===== config.mk =====
export PLATFORM = sky130hd
export DESIGN_NAME = hub75_capture
export DESIGN_NICKNAME = d
export VERILOG_FILES = /design/src/rtl/hub75_capture.sv
export SDC_FILE = /design/constraint.sdc
export NUM_CORES = 1
export LEC_CHECK = 0
export ABC_AREA = 1
export CORE_MARGIN = 2
export CORE_UTILIZATION = 45
export DETAILED_ROUTE_END_ITERATION = 7
export SLEW_MARGIN = 20
export SYNTH_ARGS = -nofsm -noshare
export SYNTH_HDL_FRONTEND = slang
export SYNTH_SLANG_ARGS = --single-unit

===== constraint.sdc =====
create_clock -name clk -period 3.7 [get_ports clk]
set_input_delay 0.37 -clock clk [delete_from_list [all_inputs] [get_ports clk]]
set_output_delay 0.37 -clock clk [all_outputs]
set_load 0.01 [all_outputs]

===== src/rtl/hub75_capture.sv =====
// HUB75 bus capture: oversamples the panel bus, rebuilds rows in ping-pong banks
// and streams pixels out. Define HUB75_CAPTURE_BLANK_CHECK_EN to enable blank_err.
module hub75_capture #(
    parameter int WIDTH       = 64,
    parameter int ADDR_BITS   = 5,
    parameter int SYNC_STAGES = 2
) (
    input  logic                       clk,
    input  logic                       resetn,
    input  logic [2:0]                 hub_rgb0,
    input  logic [2:0]                 hub_rgb1,
    input  logic [ADDR_BITS-1:0]       hub_addr,
    input  logic                       hub_blank,
    input  logic                       hub_latch,
    input  logic                       hub_sclk,
    output logic                       px_valid,
    input  logic                       px_ready,
    output logic [$clog2(WIDTH)-1:0]   px_x,
    output logic [ADDR_BITS:0]         px_y,
    output logic [2:0]                 px_rgb,
    output logic                       row_done,
    output logic                       len_err,
    output logic                       overrun,
    output logic                       blank_err
);
    localparam int XW = $clog2(WIDTH);
    localparam int IW = XW + 1;
    localparam int SW = 8 + ADDR_BITS;
    localparam logic [0:0] IDLE = 1'b0;
    localparam logic [0:0] EMIT = 1'b1;

    logic [SW-1:0] sync_q [SYNC_STAGES];

    always_ff @(posedge clk or negedge resetn) begin
        if (!resetn) begin
            for (int i = 0; i < SYNC_STAGES; i++) sync_q[i] <= '0;
        end else begin
            sync_q[0] <= {hub_rgb0, hub_rgb1, hub_addr, hub_latch, hub_sclk};
            for (int i = 1; i < SYNC_STAGES; i++) sync_q[i] <= sync_q[i-1];
        end
    end

    logic [SW-1:0]        s_bus;
    logic [2:0]           s_rgb0, s_rgb1;
    logic [ADDR_BITS-1:0] s_addr;
    logic                 s_latch, s_sclk;

    assign s_bus   = sync_q[SYNC_STAGES-1];
    assign s_rgb0  = s_bus[SW-1 -: 3];
    assign s_rgb1  = s_bus[SW-4 -: 3];
    assign s_addr  = s_bus[ADDR_BITS+1:2];
    assign s_latch = s_bus[1];
    assign s_sclk  = s_bus[0];

    logic                 sclk_d1_q, latch_d1_q;
    logic [IW-1:0]        col_q, col_d, col_sh;
    logic                 wr_bank_q, wr_bank_d, rd_bank_q, rd_bank_d;
    logic [ADDR_BITS-1:0] row_q, row_d, row_sel;
    logic [0:0]           state_q, state_d;
    logic [IW-1:0]        idx_q, idx_d, nidx;
    logic [XW-1:0]        px_x_q, px_x_d;
    logic [ADDR_BITS:0]   px_y_q, px_y_d;
    logic [2:0]           px_rgb_q, px_rgb_d;
    logic                 row_done_q, row_done_d;
    logic                 len_err_q, len_err_d;
    logic                 overrun_q, overrun_d;
    logic [5:0]           mem_q [2*WIDTH];
    logic [5:0]           rdat;
    logic                 sclk_rise, commit, shift, accept, last, fin;
    logic                 start, drop, load, rd_bank;

    assign sclk_rise = s_sclk & ~sclk_d1_q;
    assign commit    = s_latch & ~latch_d1_q;
    assign shift     = sclk_rise && (col_q != IW'(WIDTH));
    assign col_sh    = shift ? col_q + IW'(1) : col_q;
    assign accept    = (state_q == EMIT) && px_ready;
    assign last      = idx_q == IW'(2*WIDTH-1);
    assign fin       = accept && last;
    assign start     = commit && ((state_q == IDLE) || fin);
    assign drop      = commit && !start;
    assign load      = start || (accept && !last);
    assign nidx      = start ? '0 : idx_q + IW'(1);
    assign rd_bank   = start ? wr_bank_q : rd_bank_q;
    assign row_sel   = start ? s_addr : row_q;

    // Forward a same-cycle shift into the first read of a freshly committed bank
    always_comb begin
        rdat = mem_q[{rd_bank, nidx[XW-1:0]}];
        if (shift && (wr_bank_q == rd_bank) && (col_q[XW-1:0] == nidx[XW-1:0]))
            rdat = {s_rgb0, s_rgb1};
    end

    always_comb begin
        col_d      = commit ? '0 : col_sh;
        wr_bank_d  = start ? ~wr_bank_q : wr_bank_q;
        rd_bank_d  = rd_bank;
        row_d      = row_sel;
        state_d    = state_q;
        if (start)    state_d = EMIT;
        else if (fin) state_d = IDLE;
        idx_d      = load ? nidx : idx_q;
        px_x_d     = px_x_q;
        px_y_d     = px_y_q;
        px_rgb_d   = px_rgb_q;
        if (load) begin
            px_x_d   = nidx[XW-1:0];
            px_y_d   = {nidx[XW], row_sel};
            px_rgb_d = nidx[XW] ? rdat[2:0] : rdat[5:3];
        end
        row_done_d = fin;
        len_err_d  = len_err_q | (commit && (col_sh != IW'(WIDTH)));
        overrun_d  = overrun_q | drop;
    end

    always_ff @(posedge clk) begin
        if (shift) mem_q[{wr_bank_q, col_q[XW-1:0]}] <= {s_rgb0, s_rgb1};
    end

    always_ff @(posedge clk or negedge resetn) begin
        if (!resetn) begin
            sclk_d1_q  <= 1'b0;
            latch_d1_q <= 1'b0;
            col_q      <= '0;
            wr_bank_q  <= 1'b0;
            rd_bank_q  <= 1'b0;
            row_q      <= '0;
            state_q    <= IDLE;
            idx_q      <= '0;
            px_x_q     <= '0;
            px_y_q     <= '0;
            px_rgb_q   <= '0;
            row_done_q <= 1'b0;
            len_err_q  <= 1'b0;
            overrun_q  <= 1'b0;
        end else begin
            sclk_d1_q  <= s_sclk;
            latch_d1_q <= s_latch;
            col_q      <= col_d;
            wr_bank_q  <= wr_bank_d;
            rd_bank_q  <= rd_bank_d;
            row_q      <= row_d;
            state_q    <= state_d;
            idx_q      <= idx_d;
            px_x_q     <= px_x_d;
            px_y_q     <= px_y_d;
            px_rgb_q   <= px_rgb_d;
            row_done_q <= row_done_d;
            len_err_q  <= len_err_d;
            overrun_q  <= overrun_d;
        end
    end

    assign px_valid = state_q == EMIT;
    assign px_x     = px_x_q;
    assign px_y     = px_y_q;
    assign px_rgb   = px_rgb_q;
    assign row_done = row_done_q;
    assign len_err  = len_err_q;
    assign overrun  = overrun_q;

`ifdef HUB75_CAPTURE_BLANK_CHECK_EN
    logic [SYNC_STAGES-1:0] blank_sync_q;
    logic                   blank_err_q, blank_err_d;

    always_comb begin
        blank_err_d = blank_err_q | (commit && !blank_sync_q[SYNC_STAGES-1]);
    end

    always_ff @(posedge clk or negedge resetn) begin
        if (!resetn) begin
            blank_sync_q <= '0;
            blank_err_q  <= 1'b0;
        end else begin
            blank_sync_q <= {blank_sync_q[SYNC_STAGES-2:0], hub_blank};
            blank_err_q  <= blank_err_d;
        end
    end

    assign blank_err = blank_err_q;
`else
    logic unused_blank;
    assign unused_blank = hub_blank;
    assign blank_err    = 1'b0;
`endif
endmodule

==> qor.csv <==
stage;metric;value;unit
run_status;outcome;finished clean;
timing;Worst Clk Skew;30.75;ps
die;die height;286.0;um
synth;post-synth top area cell;edfxtp_1;
clocking;clock slew at reported path FFs;60;ps
global_routing;GRT Overall Usage;22.34;%
clocking;clock sink count;829;
global_routing;vias in the first global route;23142;
die;Initial Util;45.36;%
timing;Final Max Tran Viols;0;
synth;net count after synthesis;3170;
worst_hold_path;worst hold stages;1;
global_routing;largest net degree at the start of global routing;121;
layout;n_diodes;0;
clocking;Inserted Clock Buffers;87;
die;# rows;103;
timing;final cycle utilization of the critical path;92.09;%
job;MaxCap Viol Count;0;
timing;fmax;293.5;MHz
layout;Post-Route Utilization;51.06;%
layout;nets;3183;
synth;Yosys cell types;40;
die;Die W;286.0;um
setup_path;Critical Path Fanout Max;120;
die;core area;78870;um^2
synth;Post-synth top flop;edfxtp_1;
synth;top cell type's share of synthesized area;64.47;%
placed_design;RD Place Congestion;0.9132;
setup_path;CP top delay family;simple AND/OR/NAND/NOR gates;
route;DR pass1 iterations;6;
placed_design;hpwl dp;54320;um
layout;Syn-to-layout area delta;12.58;%
global_routing;first-pass GRT wire length;138800;um
route;total wire length;91320;um
route;vias post-DR;23539;
route;WL/cell;21.34;um
setup_path;Reg2Reg Setup Slack;290;ps
synth;Synth warnings;0;
clocking;worst-skew pair later-pin latency;640;ps
worst_hold_path;min-delay worst type;in -> reg;
route;Vias/cell;5.501;
synth;number of synthesized flops with an enable pin;768;
setup_path;CP arrival;3930;ps
timing;fin crit period;3407;ps
die;IO Count;37;
synth;Post-Synthesis Cells;3150;
synth;Seq/Total Area, Yosys;68.73;%
timing;Worst-Margin Slew;885.3;ps
setup_path;CP dominant cell by count;nand2_1;
clocking;CTS root buf;clkbuf_16;
setup_path;FF-to-FF End;px_rgb[0];
clocking;number of setup buffers added after CTS;0;
timing;Finish-stage setup viols;0;
route;initial DRC count;2195;
synth;Netlist Area Pre-Place;35770;um^2
route;ANT nets after route;0;
pwr;PD cells;639.8;nW/um^2
synth;syn avg cell area;11.36;um^2
setup_path;CP Cell Sequence;ha_1 > nand2_1 > nor2_4 > nand3_4 > nand2_4 > nand2_8 > nand2_8 > buf_12 > nand2_1 > nand3_1 > nand3_1 > nand3_1 > nand3_1 > nand3_1 > nand2_1 > nand2_1 > nand3_1 > nand2_1 > nand2_1 > nand2_1 > nand2_1;
clocking;hold buffers post-CTS;1;
global_routing;total grt overflow;0;
setup_path;Reg2Reg Depth;21;
placed_design;Port Buffer Count;34;
setup_path;CP Data Required Time;4220;ps
die;Die ar.;81770;um^2
clocking;post-CTS sizing;0;
setup_path;Buf/Inv on CP;1;
timing;relative slew slack;40.98;%
pwr;Max IR drop VDD;370.8;uV
timing;final total negative setup slack;0;ps
setup_path;Critical Path Source;idx_q[1];
synth;asr flop ratio synth;7.358;%
setup_path;critical path endpoint category;flip-flop;
timing;Fin. Hold Viols;0;
setup_path;crit start category;flip-flop;
synth;Synth area leaders;edfxtp_1, nand3_1, nand2_1;
clocking;CTS tree;built;
setup_path;CP endpoint;px_rgb[0];
setup_path;CP Class;reg -> reg;
synth;most frequent cell after synthesis;edfxtp_1;
global_routing;initial antenna violation count;1;
route;DRC viols;0;
timing;RSZ-0062 raised after global routing;no;
setup_path;Worst R2R Start;idx_q[1];
setup_path;slowest stage delay, CP;410;ps
pwr;total leakage power;15.03;nW
setup_path;cell depth of the worst setup path;21;
synth;Post-synth top cells;edfxtp_1, nand3_1, nand2_1;
layout;share of layout cells above drive strength 1;8.145;%
synth;flops & latches, synth;829;
setup_path;slowest stage cell, crit path;dfrtp_1;
clocking;Max Root-Sink Buffers;3;
clocking;H-tree depth;3;
-- placed cells by master, fill, tap and decap left out, types with 2 or more instances in the layout --
| cell type | synthesis | layout |
|---|---|---|
| o21ai_0 | 66 | 66 |
| clkinv_1 | 4 | 16 |
| nand3_1 | 577 | 577 |
| nand2_1 | 510 | 510 |
| nor3_1 | 9 | 9 |
| inv_1 | 387 | 387 |
| xor2_1 | 9 | 9 |
| clkbuf_8 | 0 | 3 |
| clkbuf_1 | 46 | 15 |
| nor2_1 | 212 | 212 |
| clkdlybuf4s50_1 | 0 | 33 |
| or2_2 | 22 | 22 |
| clkinv_2 | 0 | 21 |
| dfrtp_1 | 61 | 55 |
| clkbuf_16 | 0 | 90 |
| nand4_1 | 4 | 4 |
| nand2_8 | 0 | 3 |
| nand3b_1 | 146 | 146 |
| o211ai_1 | 133 | 133 |
| ha_1 | 3 | 3 |
| a31oi_1 | 5 | 5 |
| inv_6 | 0 | 4 |
| nor2_2 | 2 | 2 |
| buf_12 | 1 | 34 |
| dfrtp_4 | 0 | 6 |
| clkinvlp_4 | 0 | 2 |
| o21bai_1 | 3 | 3 |
| edfxtp_1 | 768 | 768 |
| o21ai_1 | 3 | 3 |
| bufinv_16 | 0 | 6 |
| o2111ai_1 | 6 | 6 |
| nand2_4 | 5 | 2 |
| inv_2 | 5 | 3 |
| buf_4 | 45 | 54 |
-- cell type report --
class                   count  area [um^2]
well taps                1050         1314
fillers                  6876        38600
clock inverters            47        410.4
flip-flops and latches    829        24610
clock buffers             108         2350
inverters                 396         1495
multi-input cells        1726         8663
repair buffers            123         1431
-- how the worst min path moves through the flow --
stage / startpoint / end
after global placement: sync_q[18] / s_bus[5]
after detailed placement: sync_q[25] / s_bus[12]
final: hub_rgb1[1] / sync_q[21]
after global routing: hub_latch / sync_q[14]
after CTS: hub_addr[3] / sync_q[18]
after floorplan: resetn / col_q[0]
-- routing by layer --
| metal | part of all wire [%] | wire length (um) | track usage, % |
|---|---|---|---|
| met2 | 47 | 43230 | 36.36 |
| met3 | 7.3 | 6637 | 3.509 |
| met4 | 3.2 | 2931 | 8.429 |
| met1 | 42 | 38510 | 30.37 |
| met5 | 0.0077 | 7 | 0 |
-- where the power goes --
| group | internal, mW | leakage, nW | switching (mW) | total (mW) |
|---|---|---|---|---|
| clock network | 4.93 | 1.37 | 3.55 | 8.47 |
| registers | 10.3 | 7.64 | 0.117 | 10.4 |
| logic | 2.22 | 6.02 | 4.64 | 6.86 |
| total | 17.5 | 15.0 | 8.30 | 25.8 |
-- worst register-to-register path: stages (launching register included) --
cell and delay (ps):
dfrtp_1 410, ha_1 190, nand2_1 110, nor2_4 160
nand3_4 120, nand2_4 110, nand2_8 170, nand2_8 200
buf_12 380, nand2_1 210, nand3_1 90, nand3_1 110
nand3_1 140, nand3_1 230, nand3_1 180, nand2_1 70
nand2_1 60, nand3_1 120, nand2_1 100, nand2_1 50
nand2_1 50, nand2_1 50
-- through the flow --
stage / setup WS [ps] / area, um^2 / total power, mW / std cells / hold WS (ps)
after floorplan: 1096 / 35770 / 14.78 / 3150 / 74.41
after global placement: 137.4 / 37500 / 17.37 / 4122 / 332.9
after detailed placement: 186.9 / 37500 / 17.40 / 4122 / 334.7
after CTS: 340.7 / 40270 / 25.84 / 4278 / 139.4
after global routing: 61.63 / 40270 / 26.84 / 4279 / 154.4
final: 292.6 / 40270 / 25.77 / 4279 / 176.2
-- cells by family after synthesis --
| family | share of synthesized area (%) |
|---|---|
| AND/OR/NAND/NOR | 19.63 |
| flip-flops | 68.73 |
| buffers and inverters | 7.124 |
| AO/OA/AOI/OAI | 4.155 |
| XOR/XNOR | 0.2448 |
| adder cells (fa/ha/maj) | 0.1049 |
| other | 0.01048 |
-- flip-flops by register name (all words and copies together), names as in the netlist, 3 cells and up --
register / cells
sync_q: 13
idx_q: 7
px_rgb: 3
px_y: 5
row_q: 5
col_q: 7
s_bus: 13
mem_q: 768
(Power assumes the default switching activity.)
